## config.mk

```make
export PLATFORM = sky130hd
export DESIGN_NAME = tag_slot_scheduler
export DESIGN_NICKNAME = d
export VERILOG_FILES = /design/src/rtl/tag_ctrl_pkg.sv /design/src/rtl/tag_slot_scheduler_slot_timer.sv /design/src/rtl/tag_slot_scheduler.sv
export SDC_FILE = /design/constraint.sdc
export NUM_CORES = 1
export LEC_CHECK = 0
export ABC_CLOCK_PERIOD_IN_PS = 3900
export CELL_PAD_IN_SITES_DETAIL_PLACEMENT = 1
export CELL_PAD_IN_SITES_GLOBAL_PLACEMENT = 1
export CORE_MARGIN = 3
export CORE_UTILIZATION = 51
export CTS_BUF_LIST = sky130_fd_sc_hd__clkbuf_2 sky130_fd_sc_hd__clkbuf_4 sky130_fd_sc_hd__clkbuf_8
export DETAILED_ROUTE_END_ITERATION = 8
export GPL_TIMING_DRIVEN = 0
export PLACE_DENSITY = 0.88
export SLEW_MARGIN = 20
export SYNTH_ARGS = -nofsm -noshare
export SYNTH_HDL_FRONTEND = slang
export SYNTH_SLANG_ARGS = --single-unit
```

## constraint.sdc

```tcl
create_clock -name clk -period 3.9 [get_ports clk]
set_input_delay 0.585 -clock clk [delete_from_list [all_inputs] [get_ports clk]]
set_output_delay 0.585 -clock clk [all_outputs]
set_load 0.005 [all_outputs]
```

## src/rtl/tag_ctrl_pkg.sv

```systemverilog
// Shared types and timing constants for the tag enable controller.
// Holds the mode and state enums plus 80 MHz slot timing presets.
package tag_ctrl_pkg;

  typedef enum logic [1:0] {
    MODE_SHORT = 2'd0,
    MODE_LONG  = 2'd1,
    MODE_HOLD  = 2'd2,
    MODE_OFF   = 2'd3
  } mode_t;

  typedef enum logic [1:0] {
    ST_IDLE = 2'd0,
    ST_SLOT = 2'd1,
    ST_GAP  = 2'd2,
    ST_COOL = 2'd3
  } state_t;

  localparam int CLK_MHZ = 80;
  localparam int US_10   = 800;
  localparam int US_100  = 8000;

endpackage

```

## src/rtl/tag_slot_scheduler_slot_timer.sv

```systemverilog
// slot_timer: loadable down-counter, done high while count is zero.
// Ports: clk, rst (async high), load, len (phase length minus one), done.
module slot_timer #(
  parameter int CNT_W = 32
) (
  input  logic             clk,
  input  logic             rst,
  input  logic             load,
  input  logic [CNT_W-1:0] len,
  output logic             done
);

  logic [CNT_W-1:0] cnt;

  always_ff @(posedge clk or posedge rst) begin
    if (rst) begin
      cnt <= '0;
    end else if (load) begin
      cnt <= len;
    end else if (cnt != '0) begin
      cnt <= cnt - 1'b1;
    end
  end

  // A phase of N clocks is loaded with N-1; done marks its last cycle.
  assign done = (cnt == '0);

endmodule

```

## src/rtl/tag_slot_scheduler.sv

```systemverilog
// tag_slot_scheduler: rotating one-hot tag enables with gap and cool-down.
// Ports: clk, rst, mode_step/mode_load/mode_in, tag_mask, hold_sel -> tag_en, slot_idx, frame_start, mode.
module tag_slot_scheduler
  import tag_ctrl_pkg::*;
#(
  parameter int TAG_NUM    = 4,
  parameter int CNT_W      = 32,
  parameter int SLOT_SHORT = US_10,
  parameter int SLOT_LONG  = US_100,
  parameter int GAP_CYC    = 0,
  parameter int COOL_CYC   = US_100,
  parameter int IDX_W      = $clog2(TAG_NUM)
) (
  input  logic               clk,
  input  logic               rst,
  input  logic               mode_step,
  input  logic               mode_load,
  input  logic [1:0]         mode_in,
  input  logic [TAG_NUM-1:0] tag_mask,
  input  logic [IDX_W-1:0]   hold_sel,
  output logic [TAG_NUM-1:0] tag_en,
  output logic [IDX_W-1:0]   slot_idx,
  output logic               frame_start,
  output logic [1:0]         mode
);

  if (SLOT_SHORT < 1 || SLOT_LONG < 1) begin : g_bad_len
    $error("slot length must be at least 1");
  end
  if (TAG_NUM < 2 || TAG_NUM > 16) begin : g_bad_num
    $error("TAG_NUM must be 2..16");
  end

  localparam logic [IDX_W-1:0] LAST     = IDX_W'(TAG_NUM - 1);
  localparam logic [CNT_W-1:0] SHORT_M1 = CNT_W'(SLOT_SHORT - 1);
  localparam logic [CNT_W-1:0] LONG_M1  = CNT_W'(SLOT_LONG - 1);
  localparam logic [CNT_W-1:0] GAP_M1   = CNT_W'(GAP_CYC - 1);
  localparam logic [CNT_W-1:0] COOL_M1  = CNT_W'(COOL_CYC - 1);

  function automatic logic [TAG_NUM-1:0] onehot(input logic [IDX_W-1:0] i);
    onehot = '0;
    if (int'(i) < TAG_NUM) onehot[i] = 1'b1;
  endfunction

  state_t             st, st_n;
  mode_t              mode_q, mode_n;
  logic [IDX_W-1:0]   idx_q, idx_n;
  logic [TAG_NUM-1:0] en_q, en_n;
  logic               fs_q, fs_n;
  logic               ld, done;
  logic [CNT_W-1:0]   ld_val;
  logic               adv, go_slot;
  logic [IDX_W-1:0]   go_idx;
  logic [CNT_W-1:0]   slot_m1;

  assign slot_m1 = (mode_q == MODE_LONG) ? LONG_M1 : SHORT_M1;

  slot_timer #(.CNT_W(CNT_W)) u_timer (
    .clk  (clk),
    .rst  (rst),
    .load (ld),
    .len  (ld_val),
    .done (done)
  );

  always_ff @(posedge clk or posedge rst) begin
    if (rst) begin
      st     <= ST_IDLE;
      mode_q <= MODE_SHORT;
    end else begin
      st     <= st_n;
      mode_q <= mode_n;
    end
  end

  always_ff @(posedge clk or posedge rst) begin
    if (rst) begin
      idx_q <= '0;
      en_q  <= '0;
      fs_q  <= 1'b0;
    end else begin
      idx_q <= idx_n;
      en_q  <= en_n;
      fs_q  <= fs_n;
    end
  end

  always_comb begin
    st_n    = st;
    mode_n  = mode_q;
    idx_n   = idx_q;
    en_n    = '0;
    fs_n    = 1'b0;
    ld      = 1'b0;
    ld_val  = '0;
    adv     = 1'b0;
    go_slot = 1'b0;
    go_idx  = '0;

    if (mode_load || mode_step) begin
      // Restart: one forced IDLE cycle with enables low.
      mode_n = mode_load ? mode_t'(mode_in)
                         : mode_t'(mode_q + 2'd1);
      st_n   = ST_IDLE;
      idx_n  = '0;
      ld     = 1'b1;
    end else begin
      unique case (mode_q)
        MODE_HOLD: begin
          st_n  = ST_IDLE;
          idx_n = hold_sel;
          en_n  = onehot(hold_sel) & tag_mask;
        end
        MODE_OFF: begin
          st_n  = ST_IDLE;
          idx_n = '0;
        end
        default: begin
          unique case (st)
            ST_IDLE: go_slot = 1'b1;
            ST_SLOT: begin
              en_n = en_q;
              if (done) begin
                en_n = '0;
                if (GAP_CYC != 0) begin
                  st_n   = ST_GAP;
                  ld     = 1'b1;
                  ld_val = GAP_M1;
                end else begin
                  adv = 1'b1;
                end
              end
            end
            ST_GAP:  adv = done;
            ST_COOL: go_slot = done;
            default: st_n = ST_IDLE;
          endcase
        end
      endcase
    end

    if (adv) begin
      if (idx_q != LAST) begin
        go_slot = 1'b1;
        go_idx  = idx_q + 1'b1;
      end else if (COOL_CYC != 0) begin
        st_n   = ST_COOL;
        ld     = 1'b1;
        ld_val = COOL_M1;
      end else begin
        go_slot = 1'b1;
      end
    end

    // Mask is captured here and held for the whole slot.
    if (go_slot) begin
      st_n   = ST_SLOT;
      idx_n  = go_idx;
      en_n   = onehot(go_idx) & tag_mask;
      fs_n   = (go_idx == '0);
      ld     = 1'b1;
      ld_val = slot_m1;
    end
  end

  assign tag_en      = en_q;
  assign slot_idx    = idx_q;
  assign frame_start = fs_q;
  assign mode        = mode_q;

endmodule

```

Word-level counts from Yosys, hierarchy flattened
Index checks and enable logic that the tools add are counted.
Widths: inputs -> output; s select.

word-level totals
  register bits = 43
  bits in latches = 0
  memory bits (writable) = 0
  ROM bits = 0
  input port bits = 12
  output and inout port bits = 9
  word-level logic and storage cells = 76
  memories kept = 0

cells by class
  add/subtract/negate cells = 3
  $mul = 0
  divide/modulo/power cells = 0
  $lt $le $gt $ge = 4
  equality and inequality tests = 8
  shift-type cells = 0
  muxes and demuxes = 43
  bitwise operators = 2
  reduce and logical (&&, ||, !) cells = 10

operators by type and width
  kind                   number
  $mux 32                3
  $mux 13                3
  $logic_not 32->1       1
  $reduce_bool 32->1     1
  $sub 32x1->32 const B  1
  $mux 4                 7
  $mux 2                 10
  $mux 1                 14
  $and 4x4->4            2
  $eq 2x2->1 const B     4
  $pmux 4 s2             1
  $lt 2x3->1 const B     2
  $ne 6x4->1 const B     1
  $add 2x1->2 const B    2
  $demux 1 s2            2
  $eq 2x1->1 const B     2
  $ge 2x1->1 const B     2
  $logic_not 2->1        2
  $pmux 1 s2             2
  $pmux 2 s2             1
  $reduce_bool 4->1      1
  $logic_and 1x1->1      2
  $ne 2x2->1 const B     1
  $reduce_bool 2->1      1
  2 further kinds        2

Logic depth before layout (Yosys ltp)
Gate-level depths: netlist of the first run.

  depth after elaboration = 13
  depth in mapped cells = 9
  depth with buffers taken out = 7

Cells and area by module
Synthesis of the first run repeated with hierarchy kept, for this count alone.

unflattened totals
  cell total of the unflattened synthesis = 275
  area total of the unflattened synthesis = 2556.2 µm²

modules (own cells, without submodules)
  module              instances  cells an instance  area an instance (µm²)
  slot_timer          1          196                1836.8
  tag_slot_scheduler  1          79                 719.4

Least setup slack after synthesis of the first run
OpenSTA, ideal clock, no wires.

  kind = register to register
  from = reg st[0]
  to = reg u_timer.cnt[19]
  library setup time = 77 ps
  arrival = 2077 ps
  setup slack = 1745 ps
  stages on the path, launching flop included = 10
  cell sequence = dfrtp_1 > inv_1 > ha_1 > clkbuf_1 > nor3_1 > o31ai_1 > nor4_4 > buf_4 > or3_2 > a21oi_1

on the way
  cells in the longest elaborated chain, start to end = 8

ends and longest elaborated chain
  what                                           RTL line                             text
  start: declaration                             tag_slot_scheduler.sv:45             state_t st, st_n;
  start signal: assignment                       tag_slot_scheduler.sv:71             st <= st_n;
  $eq 2x2->1 or $logic_not 2->1 (tied branches)  tag_slot_scheduler.sv:119            unique case (st)
  $pmux 1 s2                                     tag_slot_scheduler.sv:119
  $mux 1                                         tag_slot_scheduler.sv:108            unique case (mode_q)
  $mux 1                                         tag_slot_scheduler.sv:100            if (mode_load || mode_step) begin
  $mux 1                                         tag_slot_scheduler.sv:143            if (idx_q != LAST) begin
  $mux 1                                         tag_slot_scheduler.sv:142            if (adv) begin
  $mux 1 (*)                                     tag_slot_scheduler.sv:156            if (go_slot) begin
  $mux 32 or $reduce_bool 2->1 (tied branches)   -
  end signal: assignment                         tag_slot_scheduler_slot_timer.sv:19  cnt <= len;
  end signal: assignment                         tag_slot_scheduler_slot_timer.sv:21  cnt <= cnt - 1'b1;
  end: declaration                               tag_slot_scheduler_slot_timer.sv:13  logic [CNT_W-1:0] cnt;

Every way passes the cells marked *; elsewhere a longest branch is shown, timed or not.
A chain may end at the register's enable or synchronous reset.

Final worst setup path of the first run
  from = reg u_timer.cnt[0]
  to = reg u_timer.cnt[14]

on the way
  cells in the longest elaborated chain, start to end = 8

ends and longest elaborated chain
  what                                          RTL line                                              text
  $logic_not 32->1                              tag_slot_scheduler_slot_timer.sv:26                   assign done = (cnt == '0);
  $mux 1 or $pmux 1 s2 (tied branches)          tag_slot_scheduler.sv:123, tag_slot_scheduler.sv:119
  $pmux 1 s2 or $mux 1 (tied branches)          tag_slot_scheduler.sv:119, tag_slot_scheduler.sv:108
  $mux 1, on equally long branches              tag_slot_scheduler.sv:108, tag_slot_scheduler.sv:100
  $mux 1, on equally long branches              tag_slot_scheduler.sv:100, tag_slot_scheduler.sv:143
  $mux 1                                        tag_slot_scheduler.sv:142
  $mux 1                                        tag_slot_scheduler.sv:156
  $mux 32 or $reduce_bool 2->1 (tied branches)  -

Several ways; a longest one is shown, not always the timed one. The select of a mux whose other input is x is not followed.

==> metrics.txt, run 1 <==
chip width=80.3 um; Total Neg Setup Slack=0 ns; Overflow after GRT=0; area of the multi-input gates=1630 um^2; Synth warnings=0; Post-synth ARST share=100%; cts hold-fix bufs=0; routed vias/inst=6.43; drt total wl=8050 um; Max Cap Viol=0; largest family of logic cells by synthesized area=simple AND/OR/NAND/NOR gates; Final #Nets=349; CTS root buffer=clkbuf_8; Hold WS=0.536 ns; post-synthesis xor/xnor area fraction=3.11%; Worst-path clk slew=0.09 ns; CP Max Fanout=10; Worst Slack Setup Final=1.16 ns; sequential cell area fraction in the yosys report=38.3%; initial antenna violation count=0; Hold Path Class=reg -> reg; Setup Fix Bufs, Post-CTS=0; peak supply drop=0.190 mV; pwr dens=495 nW/um^2; CP required=4.06 ns; Post-Place Cells=391; Sequential Area=1080 um^2; First-pass DRT Iterations=4; TritonCTS Buffers=5; Setup Crit Path Kind=reg -> reg; post-CTS sizing=0; die footprint=6440 um^2; core area=5200 um^2; Mapped Cells=300; Post-Place Worst Slack=1.05 ns; Mean Syn Cell Area=9.38 um^2; Synth Area in Simple Gates=32.1%; vias in the first global route=2760; DR WL/cell=20.2 um; Core Rows=26; Post-DRT Antenna Nets=0; flop2flop setup slack=1.16 ns; gpl congestion=0.877; H-tree levels=2; Setup violations, final=0; Post-Syn Area=2810 um^2; post-synthesis compound-gate area fraction=17.5%; via count=2566; fraction of layout cells with a size suffix above 1=13.7%; number of distinct library cells after synthesis=59; Final HPWL DP=5940 um; syn nets=321; startpoint type of the worst setup path=flop; IO Count=21; Area Overhead vs Synth=14.1%; RSZ-0062 raised after global routing=no; Starting Density=54.0%; Yosys reg bits=43; min Tclk post-route=2.74 ns; Worst Path Arrival=2.91 ns; post-synthesis mux area share=1.11%; Least-Margin Pin Slew=0.665 ns; # fillers=626; clk_skew=0.0155 ns; largest net degree at the start of global routing=29; Synth Flop Type=dfrtp_1; outcome=completed; Final Hold Fails=0; Antenna Cells=0; Adder-Cell Fraction of Synth Area=4.00%; Crit. End Element=flop; Slew Limit Fails=0; f_max=365 MHz; CTS tree=done; clk sink count=43; Rel. slew slack=55.4%; clock latency on the worst-skew pair=0.30 ns; non-filler cells, final=399; global-route wire length before repair=13700 um; DR DRC count=0; Tcrit/Tclk final=70.3%; CTS max path bufs=2; Die Y=80.3 um; overall routing resource usage=27.3%; # port buffers=20; first-iteration detailed-routing DRC count=148; Leakage=1.36 nW; number of synthesized flops with an enable pin=0
[metal layers]
metal / GRT usage [%] / vias to the layer above / wire, um
met5: 0 / - / 0
met4: 6.93 / 0 / 85
met3: 4.71 / 10 / 314
met2: 47.1 / 70 / 4170
met1: 35.2 / 1287 / 3480
li1: - / 1199 / -
[cell usage after synthesis (2+ instances only)]
cell type / n / share of area (%)
nor2_1: 20 / 2.7
or3_1: 15 / 3.3
buf_4: 2 / 0.53
clkbuf_1: 2 / 0.27
inv_1: 11 / 1.5
nand4_1: 6 / 1.3
a32o_1: 2 / 0.71
or3_2: 2 / 0.53
or4b_1: 2 / 0.71
nand3_1: 11 / 2.0
nor4_4: 4 / 3.0
and3_1: 3 / 0.67
buf_6: 2 / 0.80
ha_1: 9 / 4.0
a21oi_1: 28 / 5.0
a22oi_1: 2 / 0.53
o21ai_0: 19 / 3.4
nand2_1: 19 / 2.5
o211ai_1: 2 / 0.53
or2_2: 3 / 0.67
xnor2_1: 8 / 2.5
nor4_2: 2 / 0.89
nor3_2: 2 / 0.71
a31oi_1: 2 / 0.44
nor3_1: 10 / 1.8
nor4_1: 8 / 1.8
nand2b_1: 5 / 1.1
or3b_2: 3 / 0.93
mux2i_1: 2 / 0.71
dfrtp_1: 43 / 38
buf_2: 2 / 0.36
or4_4: 3 / 1.2
o31ai_1: 10 / 2.7
or4_1: 10 / 2.7
xor2_1: 2 / 0.62
[where the power goes]
group	internal [mW]	switching, mW	total, mW	leakage, nW
Combinational	0.287	0.455	0.742	0.723
Clock	0.140	0.163	0.303	0.0491
Sequential	0.486	0.0569	0.543	0.587
[logic make-up (layout without fill, tap and decap cells)]
kind of cell	Yosys count	count (layout)
multiplexers	3	3
buffers and inverters	20	49
XOR/XNOR	10	10
flip-flops	43	43
AO/OA/AOI/OAI	77	77
adder cells (fa/ha/maj)	9	9
AND/OR/NAND/NOR	138	138
[path summary, 6_finish.rpt]
kind                                     start               to  cells after the start
worst max-delay path            u_timer.cnt[0]  u_timer.cnt[14]                      8
worst min-delay path                 tag_en[2]        tag_en[2]                      2
worst max register to register  u_timer.cnt[0]  u_timer.cnt[14]                      8
worst min register to register       tag_en[2]        tag_en[2]                      2
max in group asynchronous                  rst   u_timer.cnt[9]                      3
min in group asynchronous                  rst  u_timer.cnt[22]                      2
[final cells by class]
| type | instances | area share [%] |
|---|---|---|
| Buffer | 9 | 2.14 |
| Clock buffer | 7 | 2.61 |
| Clock inverter | 1 | 0.156 |
| Inverter | 11 | 1.29 |
| Multi-Input combinational cell | 237 | 50.7 |
| Sequential cell | 43 | 33.5 |
| Tap cell | 70 | 2.73 |
| Timing Repair Buffer | 21 | 6.86 |
[registers in the layout, summed over array words and instances, names as in the netlist]
| name | cells |
|---|---|
| mode | 2 |
| frame_start | 1 |
| tag_en | 4 |
| st | 2 |
| u_timer.cnt | 32 |
| slot_idx | 2 |
[critical path, cell delays in order (launching register included)]
cell and delay (ns):
dfrtp_1 0.45, inv_1 0.11, ha_1 0.17, nor4b_1 0.26
nand4_1 0.34, nor3_2 0.61, a221o_2 0.31, buf_2 0.27
a21oi_1 0.08
[cell usage in the layout, fill, tap and decap left out, drive strengths merged, types with 12 or more instances in the layout]
cell type and instances:
o21ai 19, clkdlybuf4s50 20, or4 14, a21oi 28, nor2 20, dfrtp 43
nor3 12, or3 17, nor4 14, nand3 12, nand2 19
[metrics by stage]
stage	utilization [%]	total power, mW	area (um^2)
6_report	61.7	1.59	3210
4_1_cts	61.7	1.58	3210
5_1_grt	61.7	1.68	3210
2_1_floorplan	-	1.07	2810
3_3_place_gp	59.6	1.24	3100
3_5_place_dp	60.0	1.27	3120
(Power assumes the default switching activity.)
==> run 2: changes to the inputs <==
--- a/config.mk
+++ b/config.mk
@@ -5,15 +5,15 @@
 export SDC_FILE = /design/constraint.sdc
 export NUM_CORES = 1
 export LEC_CHECK = 0
-export ABC_CLOCK_PERIOD_IN_PS = 3900
+export ABC_CLOCK_PERIOD_IN_PS = 2800
 export CELL_PAD_IN_SITES_DETAIL_PLACEMENT = 1
 export CELL_PAD_IN_SITES_GLOBAL_PLACEMENT = 1
 export CORE_MARGIN = 3
-export CORE_UTILIZATION = 51
+export CORE_UTILIZATION = 47
 export CTS_BUF_LIST = sky130_fd_sc_hd__clkbuf_2 sky130_fd_sc_hd__clkbuf_4 sky130_fd_sc_hd__clkbuf_8
 export DETAILED_ROUTE_END_ITERATION = 8
 export GPL_TIMING_DRIVEN = 0
-export PLACE_DENSITY = 0.88
+export PLACE_DENSITY = 0.82
 export SLEW_MARGIN = 20
 export SYNTH_ARGS = -nofsm -noshare
 export SYNTH_HDL_FRONTEND = slang
==> constraint.sdc (replaced) <==
create_clock -name clk -period 2.8 [get_ports clk]
set_input_delay 0.42 -clock clk [delete_from_list [all_inputs] [get_ports clk]]
set_output_delay 0.42 -clock clk [all_outputs]
set_load 0.005 [all_outputs]
==> run 2 against run 1 <==
Compared with the run above: setup slack got worse by 0.99 ns; final cell count rose by 2.3%; highest routed layer unchanged; critical path depth did not move; sequential cell count did not move; critical endpoint is now u_timer.cnt[1]; non-clock buffer count rose by 7.
==> metrics.txt, run 2 (synthesis results as in run 1) <==
clk_skew=0.00962 ns (-0.00585 ns); gpl congestion=0.786 (-10%); Setup violations, final=0 (unchanged); # fillers=669 (+6.9%); CP required=2.98 ns (-1.08 ns); Core Rows=27 (+3.8%); CP Max Fanout=10 (unchanged); delay-heaviest family, CP=simple AND/OR/NAND/NOR gates; RSZ-0062 raised after global routing=no; combinational fraction of design power=48.0% (+1.3 points); CTS tree=done; Hold Path Class=in -> async; Worst-path clk slew=0.09 ns (about the same); First-pass DRT Iterations=4 (unchanged); max reg flops=32 (unchanged); clock network power share=18.6% (-0.5 points); first-iteration detailed-routing DRC count=115 (-22%); non-filler cells, final=408 (+2.3%); Setup Crit Path Kind=reg -> reg; Rel. slew slack=61.2% (+5.8 points); clk sink count=43 (unchanged); Post-Place Cells=393 (+0.51%); crit path launch=u_timer.cnt[0]; Tcrit/Tclk final=94.2% (+24 points); Overflow after GRT=0 (unchanged); Hold WS=0.458 ns (-0.0781 ns); Starting Density=49.9% (-4.2 points); CTS root buffer=clkbuf_8; routed vias/inst=6.33 (-1.6%); crit path cell chain=inv_1 > ha_1 > nor4b_1 > nand4_1 > nor4_4 > buf_4 > nand2b_1 > o21ai_0; largest net degree at the start of global routing=25 (-14%); initial antenna violation count=0 (unchanged); core area=5640 um^2 (+8.4%); chip width=83.4 um (+3.9%); Worst Path Arrival=2.82 ns (-0.09 ns); Final #Nets=356 (+2.0%); cts hold-fix bufs=0 (unchanged); CTS max path bufs=2 (unchanged); Leakage=1.39 nW (+2.4%); Post-DRT Antenna Nets=0 (unchanged); Pwr Total=2.26 mW (+42%); min Tclk post-route=2.64 ns (-0.105 ns); DR DRC count=0 (unchanged); grt met2 use=43.4% (-3.7 points); Crit. End Element=flop; crit path max-delay cell type=nor4_4; DR WL/cell=19.8 um (-1.9%); Die Y=83.4 um (+3.9%); most frequent cells in the layout=43 x dfrtp_1, 28 x a21oi_1, 20 x nor2_1, 20 x clkdlybuf4s50_1; drt total wl=8070 um (+0.27%); # port buffers=20 (unchanged); internal power=1.30 mW (+43%); Least-Margin Pin Slew=0.576 ns (-0.0894 ns); IO Count=21 (unchanged); vias in the first global route=2748 (-0.43%); Final HPWL DP=5780 um (-2.6%); pwr dens=690 nW/um^2 (+39%); fraction of layout cells with a size suffix above 1=15.8% (+2.1 points); outcome=completed; flop2flop setup slack=0.16 ns (-0.99 ns); Worst Slack Setup Final=0.163 ns (-0.995 ns); Antenna Cells=0 (unchanged); peak supply drop=0.252 mV (+33%); M3 GR Usage=3.77% (-0.94 points); Max Cap Viol=0 (unchanged); GR Layer Usage met1=31.2% (-4.0 points); f_max=379 MHz (+4.0%); via count=2581 (+0.58%); Total Neg Setup Slack=0 ns (unchanged); clock latency on the worst-skew pair=0.30 ns (about the same); r2r startpoint=u_timer.cnt[0]; Net Sw Frac=42.4% (-0.087 points); Buf/Inv on CP=2 (unchanged); Seq pwr share=33.5% (-0.7 points); die footprint=6950 um^2 (+7.9%); Post-Place Worst Slack=0.0868 ns (-0.965 ns); most common cell after layout, fill and taps aside=dfrtp_1; GRT busiest layer=met2; Slew Limit Fails=0 (unchanged); Area Overhead vs Synth=16.5%; Final Hold Fails=0 (unchanged); overall routing resource usage=24.4% (-2.9 points); global-route wire length before repair=13900 um (+1.6%); TritonCTS Buffers=5 (unchanged); startpoint type of the worst setup path=flop; CP max stage delay=0.47 ns (-0.14 ns); H-tree levels=2 (unchanged); Reg with most FFs=u_timer.cnt; sw power=0.958 mW (+42%)
==> run 2: cell count changes in the layout (fill, tap and decap cells not counted) <==
cell / previous run / this run
clkbuf_4: 2 / 1
nor3_2: 2 / 1
nor4_1: 8 / 7
nor3_4: 0 / 1
buf_4: 2 / 9
clkinvlp_4: 0 / 1
nor4_2: 2 / 3
==> run 2: worst paths after layout <==
kind | end | cells after the start
hold / removal | u_timer.cnt[20] | 2
max in group asynchronous | u_timer.cnt[3] | 3
min in group clk | tag_en[2] | 2
setup / recovery | u_timer.cnt[1] | 8
setup reg to reg | u_timer.cnt[1] | 8
hold reg to reg | tag_en[2] | 2
==> run 2: timing repair <==
| action | CTS | global route |
|---|---|---|
| endpoints found under the setup margin | 0 | 30 |
| gates resized for setup | 0 | 2 |
| setup buffers | 0 | 7 |
==> run 2: layer usage <==
layer  vias up  share of wire [%]
met5         -                  0
met4         0               0.90
met3         7                3.3
met2        54                 51
met1      1313                 45
li1       1207                  -
==> run 2: power groups by stage <==
stage	sequential, mW	combinational, mW	clock, mW
2_1_floorplan	0.746	0.748	0
6_report	0.756	1.08	0.419
3_3_place_gp	0.761	0.972	0
3_5_place_dp	0.765	1.01	0
5_1_grt	0.769	1.20	0.454
4_1_cts	0.753	1.02	0.422
==> run 2: cell type report <==
type                            count  area (um^2)  area share (%)
Buffer                              9         68.8            2.10
Clock buffer                        6         76.3            2.33
Clock inverter                      2         12.5           0.382
Inverter                           11         41.3            1.26
Multi-Input combinational cell    237         1640            50.0
Sequential cell                    43         1080            32.8
Tap cell                           72         90.1            2.75
Timing Repair Buffer               28          273            8.32
==> run 2: through the flow <==
stage | area, um^2 | util [%]
finish | 3280 | 58.1
global route | 3280 | 58.1
detailed placement | 3120 | 55.4
CTS | 3210 | 56.9
global placement | 3100 | 55.0
floorplan | 2810 | -
==> run 3: changes to the inputs <==
--- a/config.mk
+++ b/config.mk
@@ -11,6 +11,7 @@
 export CORE_MARGIN = 3
 export CORE_UTILIZATION = 47
 export CTS_BUF_LIST = sky130_fd_sc_hd__clkbuf_2 sky130_fd_sc_hd__clkbuf_4 sky130_fd_sc_hd__clkbuf_8
+export CTS_CLUSTER_SIZE = 24
 export DETAILED_ROUTE_END_ITERATION = 8
 export GPL_TIMING_DRIVEN = 0
 export PLACE_DENSITY = 0.82
==> constraint.sdc (replaced) <==
create_clock -name clk -period 2.8 [get_ports clk]
set_input_delay 0.42 -clock clk [delete_from_list [all_inputs] [get_ports clk]]
set_output_delay 0.42 -clock clk [all_outputs]
set_load 0.01 [all_outputs]
==> results of run 3 <==
Same layout as run 2 (identical final DEF). Status: completed.
